### src/rtl/fht_unload_pkg.sv
// Shared definitions for the FHT result unloader: FSM state encoding and
// default widths taken over from the FHT core.
package fht_unload_pkg;

  localparam int D_BIT_DEF = 17;
  localparam int A_BIT_DEF = 6;
  localparam int O_BIT_DEF = 16;

  typedef enum logic [1:0] {
    S_IDLE   = 2'd0,
    S_FETCH  = 2'd1,
    S_STREAM = 2'd2,
    S_DONE   = 2'd3
  } state_t;

endpackage

### src/rtl/fht_unload_conv.sv
// Narrows a D_BIT FHT word to the O_BIT stream width. FHT_UNLOAD_SAT_EN
// selects saturation; otherwise the word is arithmetically scaled down.
module fht_unload_conv #(
  parameter int D_BIT = 17,
  parameter int O_BIT = 16
) (
  input  logic signed [D_BIT-1:0] i_word,
  output logic signed [O_BIT-1:0] o_word
);

  generate
    if (O_BIT == D_BIT) begin : g_pass
      assign o_word = i_word;
    end else begin : g_narrow
`ifdef FHT_UNLOAD_SAT_EN
      // In range exactly when every bit above the O_BIT sign bit copies it.
      logic [D_BIT-O_BIT:0] w_top;
      assign w_top = i_word[D_BIT-1:O_BIT-1];
      always_comb begin
        if ((&w_top) || (~|w_top)) begin
          o_word = i_word[O_BIT-1:0];
        end else if (i_word[D_BIT-1]) begin
          o_word = {1'b1, {(O_BIT-1){1'b0}}};
        end else begin
          o_word = {1'b0, {(O_BIT-1){1'b1}}};
        end
      end
`else
      logic w_unusedLsbs;
      assign o_word       = i_word[D_BIT-1:D_BIT-O_BIT];
      assign w_unusedLsbs = ^i_word[D_BIT-O_BIT-1:0];
`endif
    end
  endgenerate

endmodule

### src/rtl/fht_unload.sv
// FHT result unloader: reads the four bank rows and streams the N points in
// index order on a valid/ready port. Narrowing mode set by FHT_UNLOAD_SAT_EN.
module fht_unload
  import fht_unload_pkg::*;
#(
  parameter int D_BIT = D_BIT_DEF,
  parameter int A_BIT = A_BIT_DEF,
  parameter int O_BIT = O_BIT_DEF
) (
  input  logic                    iCLK,
  input  logic                    iRESET,
  input  logic                    iSTART_RD,
  input  logic                    iFHT_RDY,
  output logic [A_BIT-1:0]        oADDR_RD_0,
  output logic [A_BIT-1:0]        oADDR_RD_1,
  output logic [A_BIT-1:0]        oADDR_RD_2,
  output logic [A_BIT-1:0]        oADDR_RD_3,
  input  logic signed [D_BIT-1:0] iDATA_0,
  input  logic signed [D_BIT-1:0] iDATA_1,
  input  logic signed [D_BIT-1:0] iDATA_2,
  input  logic signed [D_BIT-1:0] iDATA_3,
  output logic signed [O_BIT-1:0] oDATA,
  output logic [A_BIT+1:0]        oINDEX,
  output logic                    oVALID,
  input  logic                    iREADY,
  output logic                    oLAST,
  output logic                    oBUSY,
  output logic                    oDONE,
  output logic                    oERR
);

  localparam int K_BIT = A_BIT + 2;
  localparam logic [A_BIT-1:0] ADDR_MAX = '1;
  localparam logic [K_BIT-1:0] K_LAST   = '1;

  state_t r_state, w_next;

  logic [A_BIT-1:0]        r_addr;
  logic [1:0]              r_rdPipe;
  logic signed [D_BIT-1:0] r_line [4];
  logic signed [D_BIT-1:0] r_pf   [4];
  logic signed [D_BIT-1:0] w_rd   [4];
  logic                    r_lineValid;
  logic                    r_pfFull;
  logic                    r_err;
  logic [K_BIT-1:0]        r_k;
  logic                    w_start;
  logic                    w_abort;
  logic                    w_accept;
  logic signed [D_BIT-1:0] w_word;

  assign w_rd[0] = iDATA_0;
  assign w_rd[1] = iDATA_1;
  assign w_rd[2] = iDATA_2;
  assign w_rd[3] = iDATA_3;

  assign w_start  = iSTART_RD & iFHT_RDY;
  assign w_abort  = ((r_state == S_FETCH) || (r_state == S_STREAM)) && !iFHT_RDY;
  assign w_accept = r_lineValid & iREADY;

  always_ff @(posedge iCLK) begin
    if (iRESET) r_state <= S_IDLE;
    else        r_state <= w_next;
  end

  always_comb begin
    w_next = r_state;
    oBUSY  = 1'b1;
    oDONE  = 1'b0;
    case (r_state)
      S_IDLE: begin
        oBUSY = 1'b0;
        if (w_start) w_next = S_FETCH;
      end
      S_FETCH: begin
        if (!iFHT_RDY)        w_next = S_IDLE;
        else if (r_rdPipe[1]) w_next = S_STREAM;
      end
      S_STREAM: begin
        if (!iFHT_RDY)                        w_next = S_IDLE;
        else if (w_accept && (r_k == K_LAST)) w_next = S_DONE;
      end
      default: begin
        oDONE  = 1'b1;
        w_next = S_IDLE;
      end
    endcase
  end

  // r_rdPipe tracks an issued row: bit 0 while the RAM registers it, bit 1
  // while its data sits on iDATA_x and can be captured.
  always_ff @(posedge iCLK) begin
    if (iRESET) begin
      r_addr      <= '0;
      r_rdPipe    <= '0;
      r_line      <= '{default: '0};
      r_pf        <= '{default: '0};
      r_lineValid <= 1'b0;
      r_pfFull    <= 1'b0;
      r_err       <= 1'b0;
      r_k         <= '0;
    end else begin
      r_err    <= w_abort;
      r_rdPipe <= {r_rdPipe[0], 1'b0};
      if (w_abort) begin
        r_rdPipe    <= '0;
        r_lineValid <= 1'b0;
        r_pfFull    <= 1'b0;
        r_k         <= '0;
      end else begin
        case (r_state)
          S_IDLE: begin
            if (w_start) begin
              r_addr   <= '0;
              r_rdPipe <= 2'b01;
              r_k      <= '0;
            end
          end
          S_FETCH: begin
            if (r_rdPipe[1]) begin
              r_line      <= w_rd;
              r_lineValid <= 1'b1;
              if (r_addr != ADDR_MAX) begin
                r_addr   <= r_addr + 1'b1;
                r_rdPipe <= {r_rdPipe[0], 1'b1};
              end
            end
          end
          S_STREAM: begin
            if (r_rdPipe[1]) begin
              r_pf     <= w_rd;
              r_pfFull <= 1'b1;
            end
            if (w_accept) begin
              r_k <= r_k + 1'b1;
              if (r_k == K_LAST) begin
                r_lineValid <= 1'b0;
              end else if (r_k[1:0] == 2'd3) begin
                // The prefetched row always lands two beats before it is needed.
                r_line   <= r_pf;
                r_pfFull <= 1'b0;
                if (r_addr != ADDR_MAX) begin
                  r_addr   <= r_addr + 1'b1;
                  r_rdPipe <= {r_rdPipe[0], 1'b1};
                end
              end
            end
          end
          default: ;
        endcase
      end
    end
  end

  assign w_word = r_line[r_k[1:0]];

  fht_unload_conv #(
    .D_BIT (D_BIT),
    .O_BIT (O_BIT)
  ) u_conv (
    .i_word (w_word),
    .o_word (oDATA)
  );

  assign oADDR_RD_0 = r_addr;
  assign oADDR_RD_1 = r_addr;
  assign oADDR_RD_2 = r_addr;
  assign oADDR_RD_3 = r_addr;
  assign oINDEX     = r_k;
  assign oVALID     = r_lineValid;
  assign oLAST      = r_lineValid && (r_k == K_LAST);
  assign oERR       = r_err;

endmodule

### config.mk
export PLATFORM = sky130hd
export DESIGN_NAME = fht_unload
export DESIGN_NICKNAME = d
export VERILOG_FILES = /design/src/rtl/fht_unload_pkg.sv /design/src/rtl/fht_unload_conv.sv /design/src/rtl/fht_unload.sv
export SDC_FILE = /design/constraint.sdc
export NUM_CORES = 1
export LEC_CHECK = 0
export ABC_AREA = 1
export ABC_CLOCK_PERIOD_IN_PS = 1600
export BUFFER_PORTS_ARGS = -buffer_cell sky130_fd_sc_hd__buf_2
export CELL_PAD_IN_SITES_DETAIL_PLACEMENT = 2
export CELL_PAD_IN_SITES_GLOBAL_PLACEMENT = 2
export CORE_AREA = 5 5 178 197
export DETAILED_ROUTE_END_ITERATION = 8
export DIE_AREA = 0 0 183 202
export GPL_ROUTABILITY_DRIVEN = 0
export PLACE_DENSITY_LB_ADDON = 0.1
export SETUP_SLACK_MARGIN = 0.05
export SYNTH_ARGS = -nofsm -noshare
export SYNTH_HDL_FRONTEND = slang
export SYNTH_HIERARCHICAL = 1
export SYNTH_SLANG_ARGS = --single-unit
### constraint.sdc
create_clock -name iCLK -period 1.6 [get_ports iCLK]
set_input_delay 0.08 -clock iCLK [delete_from_list [all_inputs] [get_ports iCLK]]
set_output_delay 0.08 -clock iCLK [all_outputs]
set_load 0.01 [all_outputs]
======== Yosys cells after proc, flatten, opt, wreduce, memory -nomap -nowiden ========
Cells that the tools add are included.
Widths: inputs -> output; s select.
cells by class
  reduce and logical (&&, ||, !) cells .... 17
  bitwise operators ....................... 4
  muxes and demuxes ....................... 37
  $add $sub $neg .......................... 2
  $lt $le $gt $ge ......................... 1
  eq/ne operators ......................... 13
operators with widths
  operator             number
  $mux 68              4
  $pmux 68 s2          1
  $mux 6               6
  $bmux 17 s2          1
  $mux 17              2
  $pmux 6 s3           1
  $mux 8               2
  $pmux 8 s2           1
  $mux 2               6
  $pmux 2 s3           2
  $mux 1               10
  $reduce_and 3->1     3
  $add 8x1->8 const B  1
  $eq 8x8->1 const B   1
  $ne 2x2->1 const B   4
  $reduce_and 7->1     1
  $add 6x1->6 const B  1
  $ne 6x6->1 const B   1
  $reduce_and 6->1     1
  $eq 2x2->1 const B   2
  $ne 2x1->1 const B   2
  $reduce_and 4->1     1
  $reduce_bool 2->1    2
  $ge 3x3->1 const B   1
  14 further kinds     17
word-level totals
  input bits .............................. 73
  word-level logic and storage cells ...... 88
  output and inout port bits .............. 53
  register bits after elaboration ......... 156

======== Depth between registers and ports, before layout ========
Gate-level depths: netlist of the first run.
  depth in word-level cells ............... 6
  gate-level depth with buffers ........... 11
  mapped depth without buffers ............ 11

======== Modules after synthesis ========
The synthesis of the first run kept the hierarchy.
modules (own cells, without submodules)
  module           seq. area each (um^2)  cells each  instances  area an instance (um^2)
  fht_unload       3,123.0                1,051       1          7,614.8
  fht_unload_conv  0.0                    16          1          120.1

======== Least setup slack after synthesis of the first run ========
OpenSTA, ideal clock, no wires.
  path type ............................... register -> register
  from .................................... register r_state[0]
  to ...................................... register r_line[36] (netlist name)
  slack ................................... -0.205 ns
  data required time ...................... 1.484 ns
  period minus slack after synthesis ...... 1.805 ns
  setup time .............................. 0.116 ns
  path buffers ............................ 3
  arrival ................................. 1.690 ns
  cell stages (with the launch flop) ...... 12
  cells stage by stage .................... dfxtp_1 -> inv_1 -> ha_1 -> buf_6 -> nand2_1 -> nand2_1 -> nor3_4 -> buf_2 -> buf_4 -> nand3_1 -> nand2_1 -> a21oi_2
on the way
  longest elaborated chain between the ends .. 5
  elaborated cells between the ends (all ways) .. 12
  those cells by class .................... eq/ne (6); mux (1); bitwise (1); reduce/logical (4)
RTL lines
  item                                      line                                 source
  start, declared                           fht_unload.sv:36                     state_t r_state, w_next;
  start signal, assigned                    fht_unload.sv:63                     else r_state <= w_next;
  $eq 2x1->1 or $eq 2x2->1 (tied branches)  fht_unload.sv:58, fht_unload.sv:111
  $logic_or 1x1->1                          fht_unload.sv:58                     assign w_abort = ((r_state == S_FETCH) || (r_state == S_STREAM)) && !iFHT_RDY;
  $logic_and 1x1->1                         fht_unload.sv:58
  $not 1->1 (no line)                       n/a
  $reduce_and 6->1 (no line)                n/a
  end signal, assigned                      fht_unload.sv:121                    r_line <= w_rd;
  end signal, assigned                      fht_unload.sv:140                    r_line <= r_pf;
  end, declared                             fht_unload.sv:40                     logic signed [D_BIT-1:0] r_line [4];
Parallel ways exist; a longest one is shown, timed or not.
A chain may end at the register's enable or synchronous reset.

======== Worst setup path in the final report of the first run ========
  from .................................... register r_state[1]
  to ...................................... register r_line[54] (netlist name)
Same word-level chain as after synthesis.

==> flow_summary.ini, run 1 <==
[critical_path]
crit_chain = inv_4 -> ha_4 -> inv_4 -> nor3_4 -> buf_6 -> buf_6 -> buf_8 -> buf_6 -> buf_16 -> nand3_2 -> nand2_2 -> a21oi_2
cpMostUsedCell = buf_6
endpoint_kind = flip-flop
r2r_cells = 12
crit_type = reg2reg
worstPathArrival_ps = 2150
start_kind = flip-flop
worstPathMaxFanout = 5
slowest_delay_ps = 380
cp_slowest_cell = dfxtp_4
cp.required_ps = 1930

[floorplanning]
fp.dieArea_um2 = 37000
ios = 126
fp.dieH_um = 202
num_rows = 70
die_width_um = 183
initial_core_util = 0.225
coreArea_um2 = 32800

[global_routing]
grt-ovfl-total = 0
grt_pass1_wl_um = 50600
antenna_found_initial = 0
track_usage = 0.177
grt_max_degree = 57
grt_pass1_vias = 8526

[min_path]
hold-path-cell-count = 3
worstHoldPathType = in2reg

[logic_synthesis]
ys_warn_count = 6
avgSynthCellArea_um2 = 7.23
synth_area_um2 = 7390
synth_fp_nets = 1101
synth_cells = 1022

[timing]
skew_ps = 10.5
slew-limit-headroom = 0.704
fin_ws_ps = -220
final-hold-violation-count = 0
rsz0062_at_grt = true
setup_viol = 159
worst-slew-pin-transition_ps = 444
fmax_ghz = 0.549
fin_crit_sh = 1.14
min_period_ps = 1820
slew_viol_final = 0

[status]
failed_checks = negative setup slack
outcome = finished with violations

[placed_design]
dp_hpwl_um = 19300
dp_slack_ps = -181
dpl.cell_count = 1552
io_buffers = 121

[clocking]
cts_inserted_buffers = 17
ctsLongestPathBuffers = 2
cts.sinks = 148
root_buffer = clkbuf_16
htreeDepth = 4
insertion_delay_ps = 430
clk_pin_slew_ps = 70
cts_tree = done

[pwr]
power_density_nw_per_um2 = 1680
ir_drop_mv = 0.701
p_total_mw = 21.6
total_leakage_power_nw = 5.04

[final_layout]
syn_to_final_growth_pct = 73.9
diodes = 0
final_common_cell = dfxtp_1
layout.nets = 1356
final_util = 0.391
stdcell_count = 1722
fillers = 3600
drive_gt1_frac = 0.481
mostFrequentLayoutCells = 144 x dfxtp_1, 139 x nor2_1, 120 x buf_2

[detailed_routing]
wl_um = 35000
drc = 0
firstDrtPassIters = 5
first_iter_violations = 222
postRouteAntennaNets = 0
wl_per_cell_um = 20.3
vias = 7912
vias_per_cell = 4.59

[job]
cap_violations = 0
==> cell type report <==
class	instances	area (um^2)	area share
well taps	432	541	0.0421
flip-flops and latches	148	2970	0.231
repair buffers	339	3580	0.279
clock inverters	13	109	0.00847
clock buffers	19	443	0.0345
multi-input cells	674	4790	0.373
inverters	97	408	0.0317
==> power by group <==
| group | total, mW | internal, mW | switching, mW |
|---|---|---|---|
| combinational | 12.7 | 6.11 | 6.61 |
| sequential | 4.91 | 4.43 | 0.478 |
| clock | 3.94 | 2.17 | 1.77 |
| total | 21.6 | 12.7 | 8.86 |
==> through the flow <==
stage | setup TNS, ps | cell area, um^2 | hold slack [ps]
after global placement | -5960 | 8840 | 316
after global routing | -35140 | 12800 | 10.6
after floorplan | -777 | 7520 | 149
after detailed placement | -11560 | 8840 | 314
final | -22590 | 12800 | 13.2
after CTS | -20750 | 11700 | 3.61
==> final timing paths <==
| kind | start | to | slack (ps) |
|---|---|---|---|
| setup reg to reg | r_state[1]$_SDFFE_PP0P_ | r_line[54]$_SDFFE_PP0P_ | -220 |
| setup / recovery | r_state[1]$_SDFFE_PP0P_ | r_line[54]$_SDFFE_PP0P_ | -220 |
| hold / removal | iSTART_RD | r_rdPipe[0]$_SDFF_PP0_ | 10 |
| hold reg to reg | r_rdPipe[0]$_SDFF_PP0_ | r_rdPipe[1]$_SDFF_PP0_ | 440 |
==> worst max-delay path: cells and delay by family (launching register included) <==
family	cells	cell delay [ps]
AND/OR/NAND/NOR	3	330
AO/OA/AOI/OAI	1	30
flip-flops	1	380
buffers and inverters	7	700
adder cells (fa/ha/maj)	1	290
==> flip-flops by register name (all words and copies together), names as in the netlist <==
register    count
oERR            1
r_state         2
oINDEX          8
oVALID          1
r_rdPipe        2
r_pf           64
r_line         64
oADDR_RD_0      6
==> metal layers <==
| metal | global-route usage | vias to the layer above | routed length, um |
|---|---|---|---|
| met5 | 0 | - | 0 |
| met4 | 0.0423 | 0 | 597 |
| met3 | 0.0292 | 29 | 1020 |
| met2 | 0.320 | 124 | 18300 |
| met1 | 0.218 | 3916 | 15100 |
| li1 | - | 3843 | - |
==> timing repair <==
action | 4_1_cts | 5_1_grt
hold buffers | 65 | 0
buffers inserted | 29 | 13
endpoints found under the setup margin | 161 | 166
pin swaps | 32 | 24
hold endpoints to repair | 67 | 0
resized for setup | 241 | 243
cloned | 28 | 8
(Power assumes the default switching activity.)
==> run 2, diff against run 1 <==
--- a/config.mk
+++ b/config.mk
@@ -7,12 +7,12 @@
 export LEC_CHECK = 0
 export ABC_AREA = 1
 export ABC_CLOCK_PERIOD_IN_PS = 1600
-export BUFFER_PORTS_ARGS = -buffer_cell sky130_fd_sc_hd__buf_2
 export CELL_PAD_IN_SITES_DETAIL_PLACEMENT = 2
 export CELL_PAD_IN_SITES_GLOBAL_PLACEMENT = 2
-export CORE_AREA = 5 5 178 197
+export CORE_AREA = 2 2 175 194
 export DETAILED_ROUTE_END_ITERATION = 8
-export DIE_AREA = 0 0 183 202
+export DIE_AREA = 0 0 177 196
+export DONT_BUFFER_PORTS = 1
 export GPL_ROUTABILITY_DRIVEN = 0
 export PLACE_DENSITY_LB_ADDON = 0.1
 export SETUP_SLACK_MARGIN = 0.05
==> run 2 against run 1 <==
Compared with the run above:
- the flow finishes with violations (negative hold slack, negative setup slack)
- worst hold slack worse by 26 ps
- combinational power about the same
- design area up 2.9%
- critical path type is now reg2out
- largest power group unchanged
- highest routed layer unchanged
==> flow_summary.ini, run 2 (same netlist as run 1, synthesis figures left out) <==
[final_layout]
drive_gt1_frac = 0.503
syn_to_final_growth_pct = 78.9
diodes = 0
stdcell_count = 1652
final_util = 0.402
multiInputGateArea_um2 = 5290
fillers = 3523
final_common_cell = dfxtp_1
fin_area_um2 = 13200
layout.nets = 1286
seq_area_um2 = 2970
mostFrequentLayoutCells = 143 x dfxtp_1, 96 x a21oi_2, 91 x buf_4

[status]
outcome = finished with violations
failed_checks = negative hold slack, negative setup slack

[timing]
fmax_ghz = 0.513
setup_viol = 163
slew_viol_final = 0
fin_crit_sh = 1.22
min_period_ps = 1950
slew-limit-headroom = 0.703
worst-slew-pin-transition_ps = 433
rsz0062_at_grt = true
finalSetupTns_ps = -29760
fin_ws_ps = -348
final-hold-violation-count = 2
skew_ps = 11.5
fin_hold_ws_ps = -12.8

[placed_design]
dp_hpwl_um = 19200
io_buffers = 0
dp_slack_ps = -94.3
dpl.cell_count = 1462
place_area_um2 = 8520

[critical_path]
start_kind = flip-flop
worstPathMaxFanout = 15
cp.required_ps = 1520
endpoint_kind = output port
crit_type = reg2out
worstPathArrival_ps = 1870

[clocking]
root_buffer = clkbuf_16
ctsLongestPathBuffers = 2
htreeDepth = 4
cts_tree = done
insertion_delay_ps = 440
clk_pin_slew_ps = 70
cts.sinks = 148
cts_inserted_buffers = 17

[global_routing]
grt_pass1_wl_um = 51900
track_usage = 0.199
grt-ovfl-total = 0
grt_pass1_vias = 8629
grt_max_degree = 58
antenna_found_initial = 0

[pwr]
power_density_nw_per_um2 = 1660
p_total_mw = 22.0
ir_drop_mv = 0.871
total_leakage_power_nw = 4.94

[detailed_routing]
wl_um = 34800
first_iter_violations = 187
wl_per_cell_um = 21.1
firstDrtPassIters = 4
vias = 7568
postRouteAntennaNets = 0
drc = 0
vias_per_cell = 4.58

[floorplanning]
ios = 126
fp.dieH_um = 196
die_width_um = 177
fp.dieArea_um2 = 34700
initial_core_util = 0.225
coreArea_um2 = 32800
num_rows = 70

[min_path]
worstHoldPathType = in2reg

[job]
cap_violations = 0
-- run 2: final cells by class --
| type | count | area share |
|---|---|---|
| well taps | 432 | 0.0409 |
| flip-flops and latches | 148 | 0.225 |
| multi-input cells | 674 | 0.401 |
| inverters | 97 | 0.0316 |
| repair buffers | 268 | 0.253 |
| clock inverters | 14 | 0.0153 |
| clock buffers | 18 | 0.0325 |
| repair inverters | 1 | 0.000852 |
-- run 2: final timing paths --
path	from	end	slack (ps)	depth (start not counted)
max	oINDEX[0]$_SDFFE_PP0P_	oDATA[11]	-350	7
min	iDATA_1[8]	r_line[42]$_SDFFE_PP0P_	-10	4
max reg2reg	r_state[1]$_SDFFE_PP0P_	r_line[43]$_SDFFE_PP0P_	-250	11
min reg2reg	r_rdPipe[0]$_SDFF_PP0_	r_rdPipe[1]$_SDFF_PP0_	460	2
-- run 2: power by group --
| group | internal, mW | switching (mW) | leakage (nW) | total, mW |
|---|---|---|---|---|
| registers | 4.43 | 0.483 | 1.20 | 4.92 |
| logic | 6.11 | 6.48 | 3.43 | 12.6 |
| clock network | 2.64 | 1.84 | 0.305 | 4.48 |
| total | 13.2 | 8.80 | 4.94 | 22.0 |
-- run 2: repair_timing --
| item | in CTS | in global routing |
|---|---|---|
| pin swaps | 68 | 73 |
| endpoints found under the hold margin | 127 | 0 |
| resized for setup | 358 | 287 |
| cloned | 28 | 6 |
| setup buffers | 55 | 27 |
| endpoints found under the setup margin | 161 | 166 |
| hold buffers | 67 | 0 |
-- run 2: worst max-delay path, stage by stage, from the launching register on --
cell	delay, ps
dfxtp_2	360
buf_4	140
clkinv_4	80
buf_12	160
o21ai_0	220
a21oi_2	100
a21oi_2	200
buf_4	160
-- run 2: metal layers --
| layer | share of wire | track usage | up-vias |
|---|---|---|---|
| li1 | - | - | 3685 |
| met1 | 0.43 | 0.243 | 3775 |
| met2 | 0.53 | 0.366 | 93 |
| met3 | 0.023 | 0.0287 | 15 |
| met4 | 0.0085 | 0.0425 | 0 |
| met5 | 0 | 0 | - |
